--- src/rtl/operand_pair_sequencer.sv ---
`default_nettype none
// ============================================================================
// Module  : operand_pair_sequencer
// Brief   : Issues matched (activation, weight) pairs of a tile to the MAC,
//           one pair per cycle in index order.
// Revision: 1.0 - initial release
// ============================================================================
module operand_pair_sequencer #(
   parameter int BITMASK_LENGTH = 8,
   parameter int INDEX_BITWIDTH = 3,
   parameter int COUNT_BITWIDTH = 4,
   parameter int VALUE_BITWIDTH = 8
) (
   input  logic                                     clock,
   input  logic                                     reset,
   input  logic                                     i_valid,
   output logic                                     o_in_ready,
   input  logic [63:0]                              i_result,
   input  logic [BITMASK_LENGTH*VALUE_BITWIDTH-1:0] i_act_values,
   input  logic [BITMASK_LENGTH*VALUE_BITWIDTH-1:0] i_wgt_values,
   output logic                                     o_valid,
   input  logic                                     i_ready,
   output logic [VALUE_BITWIDTH-1:0]                o_act,
   output logic [VALUE_BITWIDTH-1:0]                o_wgt,
   output logic [INDEX_BITWIDTH-1:0]                o_pair_index,
   output logic                                     o_last,
   output logic                                     o_empty_tile,
   output logic                                     o_count_error
);

   localparam int c_IDX_FIELD_W = BITMASK_LENGTH * INDEX_BITWIDTH;
   localparam int c_CNT_LSB     = 2 * c_IDX_FIELD_W;
   localparam int c_USED_W      = c_CNT_LSB + COUNT_BITWIDTH;

   typedef enum logic [0:0] {
      S_IDLE  = 1'b0,
      S_ISSUE = 1'b1
   } state_t;

   state_t                    r_state;
   logic                      r_ready_en;
   logic [VALUE_BITWIDTH-1:0] r_act   [BITMASK_LENGTH];
   logic [VALUE_BITWIDTH-1:0] r_wgt   [BITMASK_LENGTH];
   logic [INDEX_BITWIDTH-1:0] r_a_idx [BITMASK_LENGTH];
   logic [INDEX_BITWIDTH-1:0] r_w_idx [BITMASK_LENGTH];
   logic [INDEX_BITWIDTH-1:0] r_beat;
   logic [INDEX_BITWIDTH-1:0] r_last_beat;
   logic                      r_empty;
   logic                      r_count_error;

   logic                      w_issue;
   logic                      w_last;
   logic                      w_accept;
   logic [COUNT_BITWIDTH-1:0] w_count;
   logic                      w_over;
   logic [INDEX_BITWIDTH-1:0] w_last_beat;
   logic                      w_unused;

   assign w_unused = ^i_result[63:c_USED_W];

   assign w_issue    = (r_state == S_ISSUE);
   assign w_last     = w_issue && (r_beat == r_last_beat);
   assign o_in_ready = r_ready_en && ((r_state == S_IDLE) || (w_last && i_ready));
   assign w_accept   = i_valid && o_in_ready;

   assign w_count = i_result[c_CNT_LSB +: COUNT_BITWIDTH];
   assign w_over  = (w_count > COUNT_BITWIDTH'(BITMASK_LENGTH));

   // BITMASK_LENGTH is 2**INDEX_BITWIDTH, so count 8 minus one wraps to 7 in
   // the narrow index width; zero-match tiles still get a single beat 0.
   assign w_last_beat = (w_count == '0) ? '0 :
                        w_over          ? INDEX_BITWIDTH'(BITMASK_LENGTH - 1) :
                                          w_count[INDEX_BITWIDTH-1:0] - INDEX_BITWIDTH'(1);

   assign o_valid       = w_issue;
   assign o_last        = w_last;
   assign o_empty_tile  = w_issue && r_empty;
   assign o_pair_index  = w_issue ? r_beat : '0;
   assign o_act         = (w_issue && !r_empty) ? r_act[r_a_idx[r_beat]] : '0;
   assign o_wgt         = (w_issue && !r_empty) ? r_wgt[r_w_idx[r_beat]] : '0;
   assign o_count_error = r_count_error;

   always_ff @(posedge clock or posedge reset) begin
      if (reset) begin
         r_state       <= S_IDLE;
         r_ready_en    <= 1'b0;
         r_beat        <= '0;
         r_last_beat   <= '0;
         r_empty       <= 1'b0;
         r_count_error <= 1'b0;
         for (int k = 0; k < BITMASK_LENGTH; k++) begin
            r_act[k]   <= '0;
            r_wgt[k]   <= '0;
            r_a_idx[k] <= '0;
            r_w_idx[k] <= '0;
         end
      end else begin
         r_ready_en <= 1'b1;
         if (w_accept) begin
            // A new tile is only accepted while idle or as the final beat retires.
            r_state     <= S_ISSUE;
            r_beat      <= '0;
            r_last_beat <= w_last_beat;
            r_empty     <= (w_count == '0);
            if (w_over) begin
               r_count_error <= 1'b1;
            end
            for (int k = 0; k < BITMASK_LENGTH; k++) begin
               r_act[k]   <= i_act_values[k*VALUE_BITWIDTH +: VALUE_BITWIDTH];
               r_wgt[k]   <= i_wgt_values[k*VALUE_BITWIDTH +: VALUE_BITWIDTH];
               r_a_idx[k] <= i_result[k*INDEX_BITWIDTH +: INDEX_BITWIDTH];
               r_w_idx[k] <= i_result[c_IDX_FIELD_W + k*INDEX_BITWIDTH +: INDEX_BITWIDTH];
            end
         end else if (w_issue && i_ready) begin
            if (w_last) begin
               r_state <= S_IDLE;
            end else begin
               r_beat <= r_beat + INDEX_BITWIDTH'(1);
            end
         end
      end
   end

endmodule
`default_nettype wire
--- config.mk ---
export PLATFORM = sky130hd
export DESIGN_NAME = operand_pair_sequencer
export DESIGN_NICKNAME = d
export VERILOG_FILES = /design/src/rtl/operand_pair_sequencer.sv
export SDC_FILE = /design/constraint.sdc
export NUM_CORES = 1
export LEC_CHECK = 0
export CORE_MARGIN = 4
export CORE_UTILIZATION = 49
export CTS_CLUSTER_DIAMETER = 30
export DETAILED_ROUTE_END_ITERATION = 6
export PLACE_DENSITY = 0.8
export SYNTH_ARGS = -nofsm -noshare
export SYNTH_HDL_FRONTEND = slang
export SYNTH_SLANG_ARGS = --single-unit
--- constraint.sdc ---
create_clock -name clock -period 8.4 [get_ports clock]
set_input_delay 1.68 -clock clock [delete_from_list [all_inputs] [get_ports clock]]
set_output_delay 1.68 -clock clock [all_outputs]
set_load 0.01 [all_outputs]
# Word level (Yosys, flattened, before mapping)
# Cells that the tools add are included.
# word_totals
reg_bits,186
in_bits,196
word_cells,88
# classes
n_addsub,2
n_lt_le_gt_ge,4
n_eq_ne,2
mux,23
bitwise,4
n_reduce_logical,15
# ops
op,count
$bmux 8 s3,2
$mux 8,6
$mux 3,10
$bmux 3 s3,2
$ge 4x4->1 const B,3
$not 3->4,3
$logic_and 1x1->1,7
$reduce_and 2->1,3
$gt 4x4->1 const B,1
$logic_not 4->1,1
$reduce_bool 2->1,2
$add 3x1->3 const B,1
$eq 3x3->1,1
$mux 1,3
$sub 3x1->3 const B,1
$ne 2x1->1 const B,1
$logic_not 1->1,1
$logic_or 1x1->1,1
$not 1->1,1

# Longest topological paths before layout
# logic_depth
depth_word,9
ltp_mapped,9

# Worst setup path before layout
# Ideal clock, no wire load.
# synth_path
kind,input-to-output
startpoint,input i_ready
endpoint,output o_in_ready
t_arrival_ns,2.425
setup_slack_ns,4.295
path_stages,3
n_path_buf,0
path_cell_list,inv_1 -> o41ai_1 -> and2_1
# synth_via
elab_chain_len,3
# synth_rtl
item,line_no,text
from (decl),22,"input logic i_ready,"
$logic_and 1x1->1,63,assign o_in_ready = r_ready_en && ((r_state == S_IDLE) || (w_last && i_ready));
$logic_or 1x1->1,63,
$logic_and 1x1->1,63,
to (decl),17,"output logic o_in_ready,"
# No other way between the ends.

# Worst setup path in the final report
# Ends and elaborated chain as after synthesis.

==> flow_summary.ini <==
[timing]
hold_violations = 0
setup_violations = 0
finalCriticalPeriod_ns = 5.62
finClkSkew_ns = 0.0147
timing.fmax_mhz = 178
max_slew.worst_pin.slew_ns = 1.15
fin_crit_sh_pct = 66.9
setup_repair_after_global_routing_missed_its_margin = no
fin_hold_ws_ns = 0.470
slew_violations = 0
slew-limit-headroom_pct = 23.1
setup_total_negative_slack_ns = 0

[power]
netSwitchingPower_uw = 1630
power-per-cell-area_nw_per_um2 = 383
internal-power_uw = 2670
power.share.switching_pct = 37.9
cellLeakagePower_uw = 0.00568
pwr-share-seq_pct = 36.5
pwr-share-comb_pct = 45.9
power.ir.vdd_worst_mv = 0.191
clockPowerShare_pct = 17.7

[worst_setup_path]
worst_setup_end_kind = output pin
timing.setup.critical_path_class = input pin to output pin
timing.critical_path.arrival_ns = 3.94
critPathSlowestCell = sky130_fd_sc_hd__o41ai_1
worst_ep_required_time_ns = 6.72
worst_path_max_stage_delay_ns = 0.90
timing.critical_path.mode_cell = sky130_fd_sc_hd__clkdlybuf4s50_1
critical_path_buf_inv_count = 3
timing.critical_path.cells = clkdlybuf4s50_1 -> inv_1 -> o41ai_1 -> and2_1 -> clkdlybuf4s50_1
critical_path.top_delay_family = buffers and inverters
critical_path.max_fanout = 4
worst_setup_path_start_kind = input pin

[final_layout]
final.fill_count = 1386
final_net_count = 1311
drive_above_1_share_pct = 5.25
flow.area_growth_from_synthesis_pct = 31.8
n_antenna_cell = 0

[synth]
synthesis.nets = 1132
synth_compound_area_share_pct = 4.40
adder_cell_share_of_the_synthesized_area_pct = 0.293
xor_xnor_portion_of_the_synthesized_cell_area_pct = 0.514
yosysMostFrequentCell = sky130_fd_sc_hd__nand2_1
post_synth_and_or_nand_nor_area_fraction_pct = 25.2
synth-main-ff-cell = sky130_fd_sc_hd__dfrtp_1
synth_top_family_by_area = simple AND/OR/NAND/NOR gates
post_synth.cell_area_avg_um2 = 9.13
synthTopCellsByCount = 533 x sky130_fd_sc_hd__nand2_1, 186 x sky130_fd_sc_hd__dfrtp_1, 56 x sky130_fd_sc_hd__mux2i_1
yosys.area.top_type_share_pct = 54.6
synth_area_um2 = 8530
seq_area_frac_synth_pct = 54.6
synth_cell_type_count = 38
synthCells = 934
synth_edf_count = 0
synth.yosys.warnings = 0
synth_seq_cells = 186
yosys-top-cells-area = sky130_fd_sc_hd__dfrtp_1 55%, sky130_fd_sc_hd__nand2_1 23%, sky130_fd_sc_hd__mux2i_1 6.6%
synth_async_sr_flop_share_pct = 100
cell_taking_the_most_area_after_synthesis = sky130_fd_sc_hd__dfrtp_1
synthMuxAreaShare_pct = 11.9

[clocking]
max_root_sink_buffers = 2
tritoncts = yes
ctsHoldBuffers = 0
cts.root.buffer_cell = sky130_fd_sc_hd__clkbuf_16
clock_sinks = 186
clk-insertion-delay-late_ns = 0.44
numCtsBuffers = 17
cts_max_level = 4
post_cts_resize_count = 0
worst_setup_hold_path_clk_slew_ns = 0.06
post-cts-setup-buffer-count = 0

[drt]
routed-via-count = 6847
wirelength_per_cell_um = 16.6
routed_wirelength_mm = 22.3
via_per_inst = 5.09
drcViolationCount = 0
detail_route.first_pass.iterations = 4
final_antenna_net_count = 0
drt_iter0_drc = 492

[global_routing]
global_route_usage_over_all_layers_pct = 23.2
antenna_found_initial = 0
globalRoute.totalOverflow = 0
pin_count_of_the_biggest_net_entering_global_routing = 110
grt_first_pass_wirelength_mm = 36.2
grt_pass1_vias = 7191

[floorplanning]
die_w_um = 140
design.core.area_um2 = 16800
dieHeight_um = 140
io-pin-count = 220
effective_utilization_at_floorplan_pct = 50.7
die-area_um2 = 19600
num_rows = 47

[placed_design]
hpwlAfterDp_mm = 15.2
finalWeightedCongestion = 0.848
port_buffers = 207

[run_status]
outcome = completed

[run]
count_of_maximum_capacitance_violations = 0

[min_path]
timing.hold.worst.class = flop to flop
## final cells by class
cell class	count	area [µm²]	share of cell area, %
Inverter	7	33.8	0.301
Tap cell	220	275	2.45
Clock buffer	20	457	4.06
Multi-Input combinational cell	690	3620	32.2
Clock inverter	10	95.1	0.846
Timing Repair Buffer	211	2100	18.7
Sequential cell	186	4650	41.4
## worst register-to-register path, cell delays in order, from the launching register on
cell	delay [ns]
sky130_fd_sc_hd__dfrtp_1	0.94
sky130_fd_sc_hd__xor2_1	0.24
sky130_fd_sc_hd__o41ai_1	0.91
sky130_fd_sc_hd__and3_4	1.03
sky130_fd_sc_hd__buf_4	0.83
sky130_fd_sc_hd__nand2_1	0.18
sky130_fd_sc_hd__nand2_1	0.10
## layer usage
metal,GRT usage [%],vias up,wire length [µm]
met3,6.20,28,1300
li1,-,3351,-
met4,6.68,0,453
met1,31.4,3249,9750
met5,0,-,0
met2,37.1,219,10800
## worst paths after layout
kind / start / to / slack, ns / cells past startpoint
worst max-delay path: i_ready / o_in_ready / 2.78 / 5
worst min-delay path: r_act[20] / r_act[20] / 0.47 / 2
worst max register to register: r_beat[2] / r_act[7] / 4.10 / 6
worst min register to register: r_act[20] / r_act[20] / 0.47 / 2
max in group asynchronous: reset / r_beat[1] / 5.10 / 3
min in group asynchronous: reset / r_wgt[31] / 1.77 / 2
## power groups by stage
stage / Clock (µW) / Combinational, µW / Sequential (µW)
finish: 760 / 1980 / 1570
global route: 815 / 2160 / 1620
CTS: 776 / 1990 / 1570
detailed placement: 0 / 1970 / 1580
global placement: 0 / 1930 / 1560
floorplan: 0 / 1370 / 1480
## stage by stage
stage	std cells	cell area, µm²	total power (µW)	worst slack (ns)	utilization, %
2_1_floorplan	934	8530	2850	1.66	-
3_3_place_gp	1314	10700	3480	2.86	63.5
3_5_place_dp	1314	10700	3550	2.77	63.5
4_1_cts	1344	11200	4330	2.77	66.8
5_1_grt	1344	11200	4600	2.62	66.8
6_report	1344	11200	4300	2.78	66.8
## flip-flops by register name (all words and copies together), names as in the netlist, 3 cells and up
register,count
r_last_beat,3
r_wgt,64
r_a_idx,24
r_act,64
r_beat,3
r_w_idx,24
## cell families (layout without fill, tap and decap cells)
kind of cell	after synthesis	count (layout)
other cells	1	1
flops	186	186
compound gates	48	48
buf+inv	58	248
simple gates	557	557
xor+xnor	5	5
fa+ha+maj	2	2
mux	77	77
## cell usage in the layout, fill, tap and decap left out, types with 8 or more instances in the layout
| master | count |
|---|---|
| sky130_fd_sc_hd__nand2_1 | 533 |
| sky130_fd_sc_hd__clkdlybuf4s50_1 | 207 |
| sky130_fd_sc_hd__dfrtp_1 | 186 |
| sky130_fd_sc_hd__mux2i_1 | 56 |
| sky130_fd_sc_hd__mux4_2 | 18 |
| sky130_fd_sc_hd__clkbuf_16 | 17 |
| sky130_fd_sc_hd__o22ai_1 | 8 |
| sky130_fd_sc_hd__a21o_1 | 8 |
| sky130_fd_sc_hd__o22a_1 | 8 |
| sky130_fd_sc_hd__o221ai_1 | 8 |
No activity file was read; power rests on OpenSTA's default activity.
